[src/rtl/cnn_argmax_classifier.sv]
// Sequential argmax over the cnn_top class scores with a valid/ready result port.
// Define ARGMAX_MARGIN_EN to add the best-minus-second-best margin output.
module cnn_argmax_classifier #(
  parameter int unsigned NUM_CLASSES = 10,
  parameter int unsigned ACC_W       = 32,
  parameter int unsigned CLASS_W     = $clog2(NUM_CLASSES)
) (
  input  logic                    clk,
  input  logic                    rst,
  input  logic signed [ACC_W-1:0] class_scores [0:NUM_CLASSES-1],
  input  logic                    in_valid,
  output logic                    in_ready,
  output logic [CLASS_W-1:0]      pred_class,
  output logic signed [ACC_W-1:0] pred_score,
  output logic                    out_valid,
  input  logic                    out_ready,
  output logic                    overrun
`ifdef ARGMAX_MARGIN_EN
  ,
  output logic [ACC_W:0]          margin
`endif
);

  // Scan counter must be able to hold NUM_CLASSES, the "all compared" marker.
  localparam int unsigned CNT_W = $clog2(NUM_CLASSES + 1);
  localparam logic [CNT_W-1:0] SCAN_END = CNT_W'(NUM_CLASSES);

  typedef enum logic [1:0] {
    IDLE,
    SCAN,
    DONE
  } state_t;

  state_t                  state;
  logic signed [ACC_W-1:0] bank [0:NUM_CLASSES-1];
  logic signed [ACC_W-1:0] best;
  logic [CLASS_W-1:0]      best_idx;
  logic [CNT_W-1:0]        scan_idx;
  logic signed [ACC_W-1:0] cur_c;
  logic                    take_c;

`ifdef ARGMAX_MARGIN_EN
  localparam logic signed [ACC_W-1:0] MIN_SCORE = {1'b1, {(ACC_W-1){1'b0}}};
  logic signed [ACC_W-1:0] second;
`endif

  // Current candidate and strict signed compare; ties keep the lower index.
  always_comb begin
    cur_c  = bank[CLASS_W'(scan_idx)];
    take_c = cur_c > best;
  end

  always_ff @(posedge clk) begin
    if (rst) begin
      state      <= IDLE;
      in_ready   <= 1'b1;
      out_valid  <= 1'b0;
      pred_class <= '0;
      pred_score <= '0;
      overrun    <= 1'b0;
      best       <= '0;
      best_idx   <= '0;
      scan_idx   <= '0;
      for (int k = 0; k < int'(NUM_CLASSES); k++) begin
        bank[k] <= '0;
      end
`ifdef ARGMAX_MARGIN_EN
      second     <= '0;
      margin     <= '0;
`endif
    end else begin
      // in_ready is low exactly when the FSM is busy.
      overrun <= in_valid & ~in_ready;
      case (state)
        IDLE: begin
          if (in_valid) begin
            bank     <= class_scores;
            best     <= class_scores[0];
            best_idx <= '0;
            scan_idx <= CNT_W'(1);
`ifdef ARGMAX_MARGIN_EN
            second   <= MIN_SCORE;
`endif
            in_ready <= 1'b0;
            state    <= SCAN;
          end
        end
        SCAN: begin
          if (scan_idx == SCAN_END) begin
            pred_class <= best_idx;
            pred_score <= best;
            out_valid  <= 1'b1;
`ifdef ARGMAX_MARGIN_EN
            margin     <= {best[ACC_W-1], best} - {second[ACC_W-1], second};
`endif
            state      <= DONE;
          end else begin
            if (take_c) begin
              best     <= cur_c;
              best_idx <= CLASS_W'(scan_idx);
            end
`ifdef ARGMAX_MARGIN_EN
            if (take_c) begin
              second <= best;
            end else if (cur_c > second) begin
              second <= cur_c;
            end
`endif
            scan_idx <= scan_idx + CNT_W'(1);
          end
        end
        DONE: begin
          if (out_ready) begin
            out_valid <= 1'b0;
            in_ready  <= 1'b1;
            state     <= IDLE;
          end
        end
        default: begin
          out_valid <= 1'b0;
          in_ready  <= 1'b1;
          state     <= IDLE;
        end
      endcase
    end
  end

endmodule

[config.mk]
export PLATFORM = sky130hd
export DESIGN_NAME = cnn_argmax_classifier
export DESIGN_NICKNAME = d
export VERILOG_FILES = /design/src/rtl/cnn_argmax_classifier.sv
export SDC_FILE = /design/constraint.sdc
export NUM_CORES = 1
export LEC_CHECK = 0
export ABC_AREA = 1
export CAP_MARGIN = 20
export CORE_MARGIN = 2
export CORE_UTILIZATION = 40
export CTS_CLUSTER_DIAMETER = 100
export DETAILED_ROUTE_END_ITERATION = 12
export DONT_BUFFER_PORTS = 1
export GPL_TIMING_DRIVEN = 0
export RECOVER_POWER = 100
export SLEW_MARGIN = 20
export SYNTH_ARGS = -nofsm -noshare
export SYNTH_HDL_FRONTEND = slang
export SYNTH_SLANG_ARGS = --single-unit
[constraint.sdc]
create_clock -name clk -period 3.3 [get_ports clk]
set_clock_uncertainty 0.05 [all_clocks]
set_input_delay 0.165 -clock clk [delete_from_list [all_inputs] [get_ports clk]]
set_output_delay 0.165 -clock clk [all_outputs]
set_load 0.03 [all_outputs]
# --- Yosys cells after proc, flatten, opt, wreduce, memory -nomap -nowiden ---
# Index checks and enable logic that the tools add are counted.
word_totals:
  register_bits: 401
  inputBits: 324
op_classes:
  add_sub_neg: 1
  order_cmp: 2
  n_eq_ne: 8
  n_mux: 24
  bitwise: 5
  reduce_logical: 9
ops:
  columns: ["cell", "count"]
  rows:
  - ["$mux 32", 5]
  - ["$bmux 32 s4", 1]
  - ["$pmux 32 s2", 1]
  - ["$gt 32x32->1", 1]
  - ["$mux 4", 5]
  - ["$pmux 4 s2", 2]
  - ["$reduce_and 3->1", 4]
  - ["$ne 2x2->1 const B", 5]
  - ["$mux 2", 3]
  - ["$pmux 1 s3", 2]
  - ["$pmux 2 s3", 1]
  - ["$ge 5x5->1 const B", 1]
  - ["$not 4->5", 1]
  - ["$add 4x1->4 const B", 1]
  - ["$eq 4x4->1 const B", 1]
  - ["$mux 1", 4]
  - ["$reduce_and 2->1", 2]
  - ["$reduce_and 4->1", 1]
  - ["$not 1->1", 3]
  - ["$eq 2x1->1 const B", 1]
  - ["$eq 2x2->1 const B", 1]
  - ["$logic_not 2->1", 1]
  - ["$reduce_bool 2->1", 1]
  - ["$and 1x1->1", 1]

# --- Logic depth before layout (Yosys ltp) ---
# Gate-level depths: netlist of run 1.
logic_depth:
  word_depth: 8
  depth_mapped: 28
  ltp_nobuf: 25

# --- Worst setup path after synthesis of run 1 ---
# No wires, ideal clock.
synth_timing:
  path_kind: "register to register"
  from: "reg scan_idx[0]"
  to: "reg best[15]"
  setup_ps: 115
  t_arrival_ps: 2774
  required_ps: 3135
  slack_ps: 361
  stages_incl_launch_ff: 22
  path_buffers: 5
  synth_period_minus_slack_ps: 2939
  path_cell_list: "dfxtp_1 buf_2 inv_1 buf_4 buf_4 nor2_1 o221ai_1 nand3_1 o21ai_1 ha_1 nand2_1 nor3_2 and3_1 nand2_1 nand2_1 nand2_1 nand2_2 nand2_2 buf_6 buf_6 a21oi_1 nor2_1"
synth_between:
  elab_chain_len: 7
synth_rtl:
  columns: ["element", "line", "text"]
  rows:
  - ["start, declared", "38", "logic [CNT_W-1:0] scan_idx;"]
  - ["start signal, assigned", "109", "scan_idx <= scan_idx + CNT_W'(1);"]
  - ["$not 4->5 (not written as such)", "49", "cur_c = bank[CLASS_W'(scan_idx)];"]
  - ["$bmux 32 s4", "49", null]
  - ["$mux 32 (not written as such) (2 in a row)", "49", null]
  - ["$gt 32x32->1 / $mux 32 (equally long branches)", "50, 98", null]
  - ["$ne 2x2->1 (no line) / $mux 32 (equally long branches)", null, null]
  - ["$reduce_and 4->1 (no line) / $pmux 32 s2 (equally long branches)", null, null]
  - ["end signal, assigned", "78", "best <= class_scores[0];"]
  - ["end signal, assigned", "99", "best <= cur_c;"]
  - ["end, declared", "36", "logic signed [ACC_W-1:0] best;"]
# Several ways; a longest one is shown, not always the timed one. The select of a mux whose other input is x is not followed.
# A chain may end at the register's enable or synchronous reset.

# --- Worst setup path after layout of run 1 ---
layout_timing:
  from: "reg scan_idx[0]"
  to: "reg best[16]"
# Same word-level chain as after synthesis.

==> results of run 1 <==
[critical path: stages, from the launching register on]
cell	delay, ns
dfxtp_2	0.33
buf_6	0.15
clkinvlp_4	0.24
buf_12	0.22
buf_16	0.14
buf_6	0.15
nor2_1	0.08
o221ai_1	0.19
nand3_2	0.16
o21ai_2	0.11
ha_1	0.31
nand2_2	0.08
nor3_4	0.19
and3_4	0.21
nand2_2	0.06
nand2_1	0.05
nand2_1	0.06
nand2_2	0.09
nand2_4	0.07
buf_8	0.16
buf_12	0.15
a21oi_4	0.14
nor2_1	0.05
[synth_stat cells, types with 2 or more instances]
cell type  number
nor2_1        825
o21ai_0       492
dfxtp_1       401
nand2_1       176
clkbuf_1      164
a21oi_1        85
nand3_1        73
o221ai_1       62
inv_1          50
ha_1           34
mux2i_1        31
o21ai_1        29
buf_2          20
buf_1           9
nand4_1         6
nor3_1          5
buf_4           4
buf_6           3
inv_2           3
nand2_2         3
clkinv_1        2
o211ai_1        2
[power groups by stage]
stage	clock network (mW)	registers [mW]	logic, mW
final	4.98	5.53	3.91
after global routing	5.21	5.57	4.25
after detailed placement	0	5.61	2.69
after floorplan	0	5.52	1.83
after global placement	0	5.59	2.66
after CTS	5.03	5.52	3.54
[layer usage]
layer  share of wire  up-vias  track usage
met5         0.00053        -            0
met4           0.047        6        0.151
met3           0.076      191       0.0583
met2            0.46      900        0.548
met1            0.42     9058        0.419
li1                -     9065            -
[cell families after synthesis]
kind of cell,Yosys count,synth area share
AOI/OAI and AO/OA,675,0.206
and+or+nand+nor,1092,0.240
DFF,401,0.455
buffers and inverters,255,0.0578
adders and majority gates,34,0.0241
muxes,31,0.0176
[sequential cells by signal, summed over array words and instances (netlist names)]
register / count
best_idx: 4
pred_score: 32
in_ready: 1
overrun: 1
pred_class: 4
scan_idx: 4
state: 2
best: 32
out_valid: 1
bank: 320
[what timing repair did]
action,in CTS,in global routing
setup buffers,17,4
cloned,2,2
resized for setup,307,108
endpoints found under the hold margin,361,0
hold buffers,323,0
endpoints found under the setup margin,36,36
pin swaps,52,50
[layout make-up]
type,instances,area [µm²],share of cell area
inverters,55,214,0.00853
clock inverters,10,120,0.00479
repair buffers,347,3510,0.140
plain buffers,197,1000,0.0399
flip-flops and latches,401,8030,0.320
multi-input cells,1832,10100,0.403
diodes,4,10.0,0.000399
repair inverters,1,7.51,0.000299
clock buffers,67,1330,0.0530
well taps,585,732,0.0292
[final timing paths]
path                       startpoint  slack (ns)                       end  depth (start not counted)
max reg2reg  scan_idx[0]$_SDFFE_PP0P_       -0.27     best[16]$_SDFFE_PP0P_                         22
min                          in_valid        0.22  scan_idx[2]$_SDFFE_PP0P_                          5
max          scan_idx[0]$_SDFFE_PP0P_       -0.27     best[16]$_SDFFE_PP0P_                         22
min reg2reg    bank[132]$_SDFFE_PP0P_        0.43    bank[132]$_SDFFE_PP0P_                          2
[metrics by stage]
step           utilization  total power [mW]  area [µm²]
6_report             0.578              14.4       25100
4_1_cts              0.566              14.1       24500
2_1_floorplan            -              7.35       17700
3_5_place_dp         0.424              8.30       18400
3_3_place_gp         0.424              8.25       18400
5_1_grt              0.578              15.0       25100
==> results by stage, run 1 <==
Setup path:
- The required time at the endpoint of the critical path is ~3.7 ns.
- STA classifies the critical path startpoint as a register.
- The path type of the worst setup path is register to register.
- The maximum fanout along the worst path is 10.
- The category of the worst setup path capture point is a register.
- The data arrival time of the critical path is approximately 4.0 ns.

STA:
- The setup total negative slack is -8.42 ns.
- In the finished design, the share of the clock period the worst path needs comes to 1.08.
- Static timing analysis puts the maximum clock frequency at 0.280 GHz.
- The worst slack on hold paths is 0.219 ns.
- Setup repair after global routing could not meet its margin everywhere.
- The final count of pins violating max slew is 0.
- Setup violations remaining at the end of the flow were counted as 36.
- The hold violation total from the final report is 0.
- The worst path setup slack after routing is -0.275 ns.
- The remaining max-slew budget at the tightest pin is 0.346.
- The slew of the pin with the lowest slew margin is slightly below 1 ns.
- The final critical-path required period is 3.57 ns.

Finish:
- The library cells used most frequently in the layout, excluding fill and tap cells, are nor2_1 (784), o21ai_0 (457), dfxtp_1 (399).
- The share of post-route cells with drive strength above 1 is 0.133.
- The final layout contains 3,237 nets.
- Compared with the post-synthesis result, the final layout area differs by 42.0%.
- The layout has 4,001 filler cells.
- The final cell count without fillers is 3,499.
- The library cell used most frequently in the layout, excluding fill and tap cells, is nor2_1.

Power:
- The sequential share of power is 0.383.
- Of the total power, the share spent switching nets is 0.324.
- Across the VDD grid, the largest voltage drop is 0.000334 V.
- For this design the total switching power over the nets is between 4 and 5 mW.
- The share of total power dissipated in combinational logic is 0.271.
- The share of total power dissipated in the clock network is 0.345.
- Summed over all cells, the static leakage comes to 9.98 nW.
- The internal power of the cells totals 9.75 mW.
- The cell area power density is 575 nW/µm².

Placement:
- The number of placed cells counting well taps is 3,073.
- The worst slack at placement is -1.06 ns.
- The count of buffers added on input and output ports is 0.
- The detailed placement HPWL is 57,900 µm.
- Routability-driven placement finished with a final weighted congestion of 0.936.

Clocking:
- CTS placed an instance of clkbuf_16 at the clock tree root.
- The count of clock tree sinks is 401.
- The buffer depth of the longest clock path is 3.
- The TritonCTS buffer count is 44.
- The clock tree from TritonCTS is built.
- The H-tree depth reported by CTS is 2.
- The clock-pin slew on the worst setup and hold paths is 0.06 ns.
- The later pin in the worst-skew pair is clocked with a latency of 0.58 ns.

Worst hold path:
- The type of the worst min-delay path is input port to register.

Synthesis:
- The proportion of synthesized flip-flops having asynchronous set or reset is 0.
- Sorting the synthesized cells by area gives the leading types as dfxtp_1 (45%), nor2_1 (18%), o21ai_0 (14%).
- The synthesized flop and latch total is roughly 400.
- The cell type contributing the most total cell area after synthesis is dfxtp_1.
- The share of the synthesized area in the top cell type is 0.455.
- The most frequently used flop master after synthesis is dfxtp_1.
- The combined area of all synthesized cells is 17,700 µm².
- The share of the Yosys chip area taken by registers is 0.455.
- Yosys printed 0 warnings.
- In the synthesized netlist, the number of instances is 2,488.
- Synthesis produced a netlist with a net count of 2,846.
- In this run the mean area of a mapped cell was 7.10 µm².
- The number of different library cells used by synthesis comes to 31.
- The number of synthesized flops with an enable pin is 0.

Floorplanning:
- The area of the die is 45,800 µm².
- The number of ports placed on the die boundary is 363.
- The placeable core region is 43,400 µm².
- Measured along the x axis, the die boundary spans 214 µm.
- The initialized floorplan defines 76 standard-cell rows.
- For this configuration, the core starts out at a cell density of 0.407.
- In this run the vertical extent of the chip is approximately 210 µm.

Outcome:
- The flow ran to the end, but the final reports show violations.
- The final reports fail on setup timing.

Route:
- For this block, the routed nets add up to 78,000 µm of wire.
- The number of nets with antenna violations after routing is 0.
- Using the TritonRoute via totals, the vias-per-cell ratio works out to roughly 5.5.
- The final routed wire length divided by cell count is 22.3 µm.
- The detailed-routing iteration count for the pre-antenna-repair pass is 6.
- The violation count after the first detailed-route iteration is 1,512.
- In the routed design, unresolved DRC markers number 0.
- The routed via count is between 15k and 20k.

Global routing:
- The number of global-route vias before repair was 19.1k.
- The first-pass GRT wire length is roughly 120,000 µm.
- The initial antenna violation count is 7.
- The global route total overflow is 0.
- The largest net degree at the start of global routing is 13.
- In the global route stage, overall resource usage came out at 0.330.

Flow run:
- Across the run, the number of max-cap violations was 0.
Power figures use the tool's default switching activity.
==> run 2: changes to the inputs <==
--- a/config.mk
+++ b/config.mk
@@ -7,7 +7,6 @@
 export LEC_CHECK = 0
 export ABC_AREA = 1
 export CAP_MARGIN = 20
-export CORE_MARGIN = 2
 export CORE_UTILIZATION = 40
 export CTS_CLUSTER_DIAMETER = 100
 export DETAILED_ROUTE_END_ITERATION = 12
==> run 2 against run 1 <==
  * Register-to-register slack better by 0.11 ns
  * Sequential power is essentially flat
  * Sequential share of layout area fell by 0.28 points
  * The run still ends with setup timing left
  * Via count up 1.2%
  * Critical path depth is 1 lower
  * Global-route usage rose by 0.99 points
==> results by stage, run 2 (synthesis results as in run 1) <==
Setup path:
- The number of stages on the worst setup path is 21 (was 22).
- The required time at the endpoint of the critical path is 3.73 ns (was 3.72 ns).
- The category of the worst setup path capture point is a register (unchanged).
- Critical Path, Cell by Cell: buf_8 -> clkinvlp_4 -> buf_12 -> clkbuf_8 -> o21ai_0 -> o221ai_2 -> nand3_2 -> o21ai_1 -> ha_1 -> nand2_1 -> nor2_2 -> and3_1 -> nand2_1 -> nand2_1 -> nand2_1 -> nand2_2 -> nand2_4 -> buf_12 -> clkbuf_16 -> a21oi_2 -> nor2_1 (was buf_6 -> clkinvlp_4 -> buf_12 -> buf_16 -> buf_6 -> nor2_1 -> o221ai_1 -> nand3_2 -> o21ai_2 -> ha_1 -> nand2_2 -> nor3_4 -> and3_4 -> nand2_2 -> nand2_1 -> nand2_1 -> nand2_2 -> nand2_4 -> buf_8 -> buf_12 -> a21oi_4 -> nor2_1).
- The buffering stage count on the worst path with inverters included came to 6 (was 7).
- The path type of the worst setup path is register to register (unchanged).
- The number of cells on the worst reg-to-reg path is 21 (was 22).
- The cell occurring most often along the worst timing path is nand2_1 (was nand2_2).
- The maximum fanout along the worst path is 10 (unchanged).
- The largest incremental delay on the critical path was 0.34 ns (was 0.33 ns).
- The data arrival time of the critical path is 3.89 ns (was 4.00 ns).
- The cell with the largest stage delay on the worst path is dfxtp_2 (unchanged).
- The gate family responsible for the most delay along the worst path is simple AND/OR/NAND/NOR gates (was buffers and inverters).
- The startpoint type of the worst setup path is a register (unchanged).

Finish:
- The multi-input gate area in the final layout was 10,100 µm² (about the same).
- The area growth from synthesis to layout is 43.3% (was 42.0%).
- Registers with the most flip-flops: bank x320, best x32, pred_score x32 (unchanged).
- The net total in the final layout was 3,248 (was 3,237).
- Commonest cells after routing, fill and taps aside: nor2_1 (798), o21ai_0 (430), dfxtp_1 (399) (was nor2_1 (784), o21ai_0 (457), dfxtp_1 (399)).
- The most common cell after layout, fill and taps aside was nor2_1 (unchanged).
- The final cell area excluding filler cells is 25,300 µm² (was 25,100 µm²).
- The share of post-route cells with drive strength above 1 is 0.137 (was 0.133).
- The sequential cell area in the final layout was 8030 µm² (unchanged).
- The most flop-heavy register is bank (unchanged).
- The flip-flop count of the largest register, all copies and words added was 320 (unchanged).
- The final cell count without fillers came to 3,516 (was 3,499).
- The count of filler cells inserted in the layout was 3,958 (was 4,001).

Outcome:
- Failing checks: setup timing (unchanged).
- Result of the run: finished, violations left (unchanged).

STA:
- The worst path setup slack after routing is -0.163 ns (was -0.275 ns).
- The slew of the pin with the lowest slew margin is 1.07 ns (was 0.980 ns).
- The final count of pins violating max slew was 0 (unchanged).
- Unrepaired setup endpoints after global routing: true (unchanged).
- The period utilization came to 1.05 (was 1.08).
- The remaining max-slew budget at the tightest pin was 0.287 (was 0.346).
- The final setup violation count came to 36 (unchanged).
- The final critical-path required period came to 3.46 ns (was 3.57 ns).
- The hold violation total from the final report is 0 (unchanged).
- The achievable frequency came to 0.289 GHz (was 0.280 GHz).

Global routing:
- The layer with the highest usage after global routing is met2 (unchanged).
- The initial antenna violation count is 7 (unchanged).
- The met2 track utilization from global routing was 0.556 (was 0.548).
- The met1 usage is 0.437 (was 0.419).
- The largest net degree at the start of global routing was 14 (was 13).
- The number of global-route vias before repair is 18.9k (was 19.1k).
- The global router's overall resource usage is 0.340 (was 0.330).
- The first-pass GRT wire length came to 114,000 µm (was 115,000 µm).
- The global route total overflow came to 0 (unchanged).
- The met3 usage in global routing came to 0.0545 (was 0.0583).

Power:
- The proportion of power drawn by the clock network came to 0.350 (was 0.345).
- The relative contribution of combinational cells to total power is 0.274 (was 0.271).
- The switching fraction of total power is 0.325 (was 0.324).
- The leakage power summed over all cells is 10.1 nW (was 9.98 nW).
- The sequential share of power came to 0.376 (was 0.383).
- The worst supply voltage drop on vdd came to 0.000322 V (was 0.000334 V).
- The cell area power density was 582 nW/µm² (was 575 nW/µm²).
- The switching power total came to 4.79 mW (was 4.68 mW).
- The internal power is 9.94 mW (was 9.75 mW).

Clocking:
- The TritonCTS buffer count is 45 (was 44).
- The buffer depth of the longest clock path is 3 (unchanged).
- The clock tree from TritonCTS is built (unchanged).
- The latest clock arrival within the worst-skew pair is 0.59 ns (was 0.58 ns).
- The cell chosen for the clock root is clkbuf_16 (unchanged).
- The H-tree depth reported by CTS is 2 (unchanged).
- The clock-pin slew on the worst setup and hold paths is 0.06 ns (about the same).
- The count of clock tree sinks is 401 (unchanged).

Route:
- The via-per-instance ratio came to 5.53 (was 5.49).
- The violation count after the first detailed-route iteration is 1,730 (was 1,512).
- The detailed-route wire length is 78,600 µm (was 78,000 µm).
- The number of nets with antenna violations after routing is 0 (unchanged).
- The final routed wire length divided by cell count is 22.3 µm (about the same).
- The residual DRC count is 0 (unchanged).
- The routed via count is 19.5k (was 19.2k).
- The detailed-routing iteration count for the pre-antenna-repair pass is 6 (unchanged).

Floorplanning:
- The area of the die is 45,000 µm² (was 45,800 µm²).
- The placeable core region is 43,300 µm² (was 43,400 µm²).
- The die span in x is 212 µm (was 214 µm).
- The number of ports placed on the die boundary was 363 (unchanged).
- The initial core utilization is 0.408 (was 0.407).
- The count of standard-cell rows is 76 (unchanged).
- The height of the die is 212 µm (was 214 µm).

Placement:
- The placer congestion estimate is 1.00 (was 0.936).
- The detailed placement HPWL is 57,400 µm (was 57,900 µm).
- The number of port buffers was 0 (unchanged).
- The number of placed cells counting well taps is 3,073 (unchanged).
- The placed instance area is 18,400 µm² (unchanged).

Worst hold path:
- The type of the worst min-delay path is input port to register (unchanged).
- The number of stages on the worst hold path came to 3 (was 5).

Flow run:
- The count of maximum capacitance violations is 0 (unchanged).
-- run 2: layer usage --
| metal | part of all wire | vias to the layer above |
|---|---|---|
| li1 | - | 9087 |
| met1 | 0.42 | 9271 |
| met2 | 0.46 | 896 |
| met3 | 0.078 | 200 |
| met4 | 0.048 | 0 |
| met5 | 0 | - |
-- run 2: repair_timing --
| action | 4_1_cts | 5_1_grt |
|---|---|---|
| hold buffers | 323 | 0 |
| hold endpoints to repair | 361 | 0 |
| resized for setup | 351 | 107 |
| pin swaps | 67 | 54 |
| cloned | 2 | 4 |
| buffers inserted | 22 | 4 |
| endpoints found under the setup margin | 36 | 36 |
-- run 2: worst reg2reg max path: stages (launching register included) --
cell and delay, ns:
dfxtp_2 0.34, buf_8 0.15, clkinvlp_4 0.17, buf_12 0.18, clkbuf_8 0.17, o21ai_0 0.21, o221ai_2 0.16, nand3_2 0.18
o21ai_1 0.14, ha_1 0.30, nand2_1 0.06, nor2_2 0.18, and3_1 0.20, nand2_1 0.08, nand2_1 0.06, nand2_1 0.06
nand2_2 0.09, nand2_4 0.08, buf_12 0.16, clkbuf_16 0.16, a21oi_2 0.13, nor2_1 0.06
-- run 2: path summary, 6_finish.rpt --
| check | from | endpoint | slack (ns) |
|---|---|---|---|
| setup reg to reg | scan_idx[0]$_SDFFE_PP0P_ | best[19]$_SDFFE_PP0P_ | -0.16 |
| hold / removal | class_scores[208] | bank[208]$_SDFFE_PP0P_ | 0.24 |
| setup / recovery | scan_idx[0]$_SDFFE_PP0P_ | best[19]$_SDFFE_PP0P_ | -0.16 |
| hold reg to reg | bank[115]$_SDFFE_PP0P_ | bank[115]$_SDFFE_PP0P_ | 0.43 |
-- run 2: area by class of cell --
cell class / instances / share of cell area
clock inverters: 14 / 0.00678
repair inverters: 1 / 0.000297
plain buffers: 200 / 0.0431
clock buffers: 65 / 0.0522
well taps: 585 / 0.0289
flip-flops and latches: 401 / 0.318
diodes: 9 / 0.000890
repair buffers: 354 / 0.142
multi-input cells: 1832 / 0.399
inverters: 55 / 0.00846
-- run 2: stage by stage --
stage | power [mW] | utilization | worst slack, ns | hold WS (ns) | setup TNS, ns
2_1_floorplan | 7.35 | - | 0.361 | 0.238 | 0
3_3_place_gp | 8.24 | 0.425 | -1.05 | 0.244 | -35.41
3_5_place_dp | 8.29 | 0.425 | -1.07 | 0.255 | -36.13
4_1_cts | 14.3 | 0.570 | -0.0568 | 0.169 | -0.824
5_1_grt | 15.3 | 0.584 | -0.325 | 0.233 | -10.11
6_report | 14.7 | 0.585 | -0.163 | 0.239 | -3.77
-- run 2: power groups by stage --
stage	clock [mW]	sequential [mW]	combinational, mW
3_5_place_dp	0	5.61	2.69
5_1_grt	5.38	5.57	4.36
4_1_cts	5.18	5.52	3.57
6_report	5.15	5.53	4.04
2_1_floorplan	0	5.52	1.83
3_3_place_gp	0	5.59	2.64
==> run 3: changes to the inputs <==
--- a/config.mk
+++ b/config.mk
@@ -8,6 +8,7 @@
 export ABC_AREA = 1
 export CAP_MARGIN = 20
 export CORE_UTILIZATION = 40
+export CTS_BUF_LIST = sky130_fd_sc_hd__clkbuf_8
 export CTS_CLUSTER_DIAMETER = 100
 export DETAILED_ROUTE_END_ITERATION = 12
 export DONT_BUFFER_PORTS = 1
==> run 3 against run 2 <==
  * Setup slack better by 0.0046 ns
  * Core utilization is 0.60 points lower
  * The run still ends with setup timing left
  * Cell area is 1.0% lower
  * Highest routed layer is now met5
  * Critical path depth is 3 higher
  * Wire length is 0.27% lower
  * Largest power group unchanged
  * Via count is 0.25% higher
  * Clock power is 9.1% lower
==> results by stage, run 3 (synthesis results as in run 1) <==
Clocking:
- The cell chosen for the clock root is clkbuf_8 (was clkbuf_16).
- The clock-pin slew on the worst setup and hold paths is 0.06 ns (about the same).
- The TritonCTS buffer count is 72 (was 45).
- The buffer depth of the longest clock path came to 3 (unchanged).
- The H-tree depth reported by CTS is 3 (was 2).
- The count of clock tree sinks is 401 (unchanged).
- The clock tree from TritonCTS is built (unchanged).
- The latest clock arrival within the worst-skew pair came to 0.65 ns (was 0.59 ns).

Setup path:
- The worst reg2reg path endpoint was best[30]$_SDFFE_PP0P_ (was best[19]$_SDFFE_PP0P_).
- The number of cells on the worst reg-to-reg path was 24 (was 21).
- The cell with the largest stage delay on the worst path is dfxtp_2 (unchanged).
- The largest incremental delay on the critical path is 0.34 ns (about the same).
- The startpoint type of the worst setup path is a register (unchanged).
- The category of the worst setup path capture point is a register (unchanged).
- The path type of the worst setup path is register to register (unchanged).
- The buffering stage count on the worst path with inverters included came to 7 (was 6).
- The required time at the endpoint of the critical path is 3.76 ns (was 3.73 ns).
- The internal reg-to-reg setup slack came to -0.16 ns (about the same).
- The cell occurring most often along the worst timing path was nand2_1 (unchanged).
- The maximum fanout along the worst path is 10 (unchanged).
- The gate family responsible for the most delay along the worst path is simple AND/OR/NAND/NOR gates (unchanged).
- The data arrival time of the critical path is 3.92 ns (was 3.89 ns).
- Critical Path, Cell by Cell: buf_8 -> clkinvlp_4 -> buf_4 -> buf_4 -> o21ai_4 -> o221ai_4 -> nand3_2 -> o21ai_4 -> ha_1 -> nand2_1 -> inv_1 -> nand3_1 -> nor2_1 -> nand2_1 -> nand2_2 -> nand2_2 -> nand2_1 -> nand2_1 -> nand2_2 -> nand2_4 -> buf_8 -> buf_8 -> a21oi_2 -> nor2_1 (was buf_8 -> clkinvlp_4 -> buf_12 -> clkbuf_8 -> o21ai_0 -> o221ai_2 -> nand3_2 -> o21ai_1 -> ha_1 -> nand2_1 -> nor2_2 -> and3_1 -> nand2_1 -> nand2_1 -> nand2_1 -> nand2_2 -> nand2_4 -> buf_12 -> clkbuf_16 -> a21oi_2 -> nor2_1).
- The critical register-to-register path startpoint is scan_idx[0]$_SDFFE_PP0P_ (unchanged).

Finish:
- The count of filler cells inserted in the layout is 4,004 (was 3,958).
- The flip-flop count of the largest register, all copies and words added is 320 (unchanged).
- The share of post-route cells with drive strength above 1 was 0.142 (was 0.137).
- The net total in the final layout is 3,275 (was 3,248).
- The sequential cell area in the final layout is 8030 µm² (unchanged).
- Registers with the most flip-flops: bank x320, best x32, pred_score x32 (unchanged).
- The area growth from synthesis to layout is 41.8% (was 43.3%).
- The most common cell after layout, fill and taps aside is nor2_1 (unchanged).
- The final cell area excluding filler cells came to 25,000 µm² (was 25,300 µm²).
- Commonest cells after routing, fill and taps aside: nor2_1 (796), o21ai_0 (430), dfxtp_1 (399) (was nor2_1 (798), o21ai_0 (430), dfxtp_1 (399)).
- The multi-input gate area in the final layout is 10,000 µm² (was 10,100 µm²).
- The most flop-heavy register is bank (unchanged).

Placement:
- The placed instance area is 18,400 µm² (unchanged).
- The number of port buffers is 0 (unchanged).
- The placer congestion estimate was 1.00 (unchanged).
- The detailed placement HPWL was 57,400 µm (unchanged).

Floorplanning:
- The placeable core region was 43,300 µm² (unchanged).
- The initial core utilization is 0.408 (unchanged).
- The die span in x was 212 µm (unchanged).
- The count of standard-cell rows is 76 (unchanged).
- The area of the die is 45,000 µm² (unchanged).
- The number of ports placed on the die boundary is 363 (unchanged).
- The height of the die is 212 µm (unchanged).

STA:
- Unrepaired setup endpoints after global routing: true (unchanged).
- The worst slack on hold paths is 0.183 ns (was 0.239 ns).
- The setup total negative slack was -4.32 ns (was -3.77 ns).
- The final critical-path required period is 3.46 ns (about the same).
- The slew of the pin with the lowest slew margin is 0.925 ns (was 1.07 ns).
- The hold violation total from the final report is 0 (unchanged).
- The achievable frequency came to 0.289 GHz (about the same).
- The worst path setup slack after routing is -0.159 ns (was -0.163 ns).
- The period utilization is 1.05 (about the same).
- The final count of pins violating max slew is 0 (unchanged).
- The remaining max-slew budget at the tightest pin is 0.383 (was 0.287).
- The final setup violation count was 37 (was 36).

Power:
- The leakage power summed over all cells was 10.2 nW (was 10.1 nW).
- The internal power was 9.27 mW (was 9.94 mW).
- The switching fraction of total power is 0.338 (was 0.325).
- The cell area power density is 560 nW/µm² (was 582 nW/µm²).
- The proportion of power drawn by the clock network is 0.334 (was 0.350).
- The switching power total is 4.74 mW (was 4.79 mW).
- The relative contribution of combinational cells to total power came to 0.271 (was 0.274).
- The sequential share of power is 0.395 (was 0.376).
- The worst supply voltage drop on vdd is 0.000341 V (was 0.000322 V).

Route:
- The final routed wire length divided by cell count is 22.0 µm (was 22.3 µm).
- The via-per-instance ratio came to 5.48 (was 5.53).
- The routed via count was 19.5k (about the same).
- The number of nets with antenna violations after routing is 0 (unchanged).
- The violation count after the first detailed-route iteration is 1,767 (was 1,730).
- The detailed-route wire length was 78,400 µm (was 78,600 µm).
- The detailed-routing iteration count for the pre-antenna-repair pass came to 6 (unchanged).
- The residual DRC count is 0 (unchanged).

Outcome:
- Failing checks: setup timing (unchanged).
- Result of the run: finished, violations left (unchanged).

Worst hold path:
- The terminating pin of the worst hold path is bank[85]$_SDFFE_PP0P_ (was bank[208]$_SDFFE_PP0P_).
- The number of stages on the worst hold path is 3 (unchanged).
- The type of the worst min-delay path was input port to register (unchanged).
- The origin of the worst min-delay path was class_scores[85] (was class_scores[208]).

Global routing:
- The global route total overflow is 0 (unchanged).
- The number of global-route vias before repair is 19.2k (was 18.9k).
- The first-pass GRT wire length came to 115,000 µm (was 114,000 µm).
- The global router's overall resource usage is 0.344 (was 0.340).
- The initial antenna violation count came to 8 (was 7).
- The largest net degree at the start of global routing was 11 (was 14).

Flow run:
- The count of maximum capacitance violations is 0 (unchanged).
run 3: cell types whose count changed in the layout (fill, tap and decap cells not counted), moves of 5 or more:
cell,delta
clkbuf_8,+77
clkbuf_16,-48
inv_1,+25
buf_4,+8
clkbuf_1,-8
buf_12,-7
ha_1,+7
ha_4,-7
a21oi_1,+6
buf_8,+5
o21ai_4,+5
run 3: worst max path at each step:
stage                                   from               endpoint  slack, ns  depth (start not counted)
finish              scan_idx[0]$_SDFFE_PP0P_  best[30]$_SDFFE_PP0P_      -0.16                         24
global placement    scan_idx[1]$_SDFFE_PP0P_  best[30]$_SDFFE_PP0P_      -1.05                         21
CTS                 scan_idx[0]$_SDFFE_PP0P_  best[30]$_SDFFE_PP0P_      -0.04                         22
detailed placement  scan_idx[1]$_SDFFE_PP0P_  best[30]$_SDFFE_PP0P_      -1.07                         21
global route        scan_idx[0]$_SDFFE_PP0P_  best[29]$_SDFFE_PP0P_      -0.29                         21
floorplan           scan_idx[0]$_SDFFE_PP0P_  best[15]$_SDFFE_PP0P_       0.36                         21
run 3: timing repair:
action / 4_1_cts / 5_1_grt
pin swaps: 72 / 34
cloned: 2 / 1
hold buffers: 324 / 0
setup buffers: 24 / 5
gates resized for setup: 353 / 99
setup endpoints to repair: 36 / 37
endpoints found under the hold margin: 362 / 0
run 3: tightest hold or removal path, cell delays in order:
cell and delay (ns):
dlygate4sd3_1 0.52, o21ai_0 0.08, nor2_1 0.08
run 3: cell type report:
cell class	count	share of cell area
Buffer	199	0.0425
Timing Repair inverter	1	0.000300
Clock buffer	89	0.0489
Clock inverter	37	0.00755
Multi-Input combinational cell	1832	0.400
Tap cell	585	0.0292
Timing Repair Buffer	355	0.141
Antenna cell	8	0.000800
Inverter	55	0.00855
Sequential cell	401	0.321
run 3: power by group through the flow:
stage	Sequential [mW]	Combinational, mW	Clock, mW
finish	5.53	3.80	4.68
global route	5.57	4.13	4.91
CTS	5.52	3.53	4.70
detailed placement	5.61	2.69	0
global placement	5.59	2.64	0
floorplan	5.52	1.83	0
run 3: metal layers:
layer | up-vias | part of all wire | track usage
met4 | 2 | 0.047 | 0.170
li1 | 9159 | - | -
met5 | - | 0.00017 | 0
met3 | 196 | 0.074 | 0.0613
met2 | 882 | 0.46 | 0.563
met1 | 9264 | 0.42 | 0.434
run 3: per-stage QoR:
step	total power, mW	util	worst slack, ns	std cells
2_1_floorplan	7.35	-	0.361	2488
6_report	14.0	0.579	-0.159	3562
3_3_place_gp	8.24	0.425	-1.05	3073
5_1_grt	14.6	0.579	-0.292	3562
3_5_place_dp	8.29	0.425	-1.07	3073
4_1_cts	13.7	0.567	-0.0433	3548
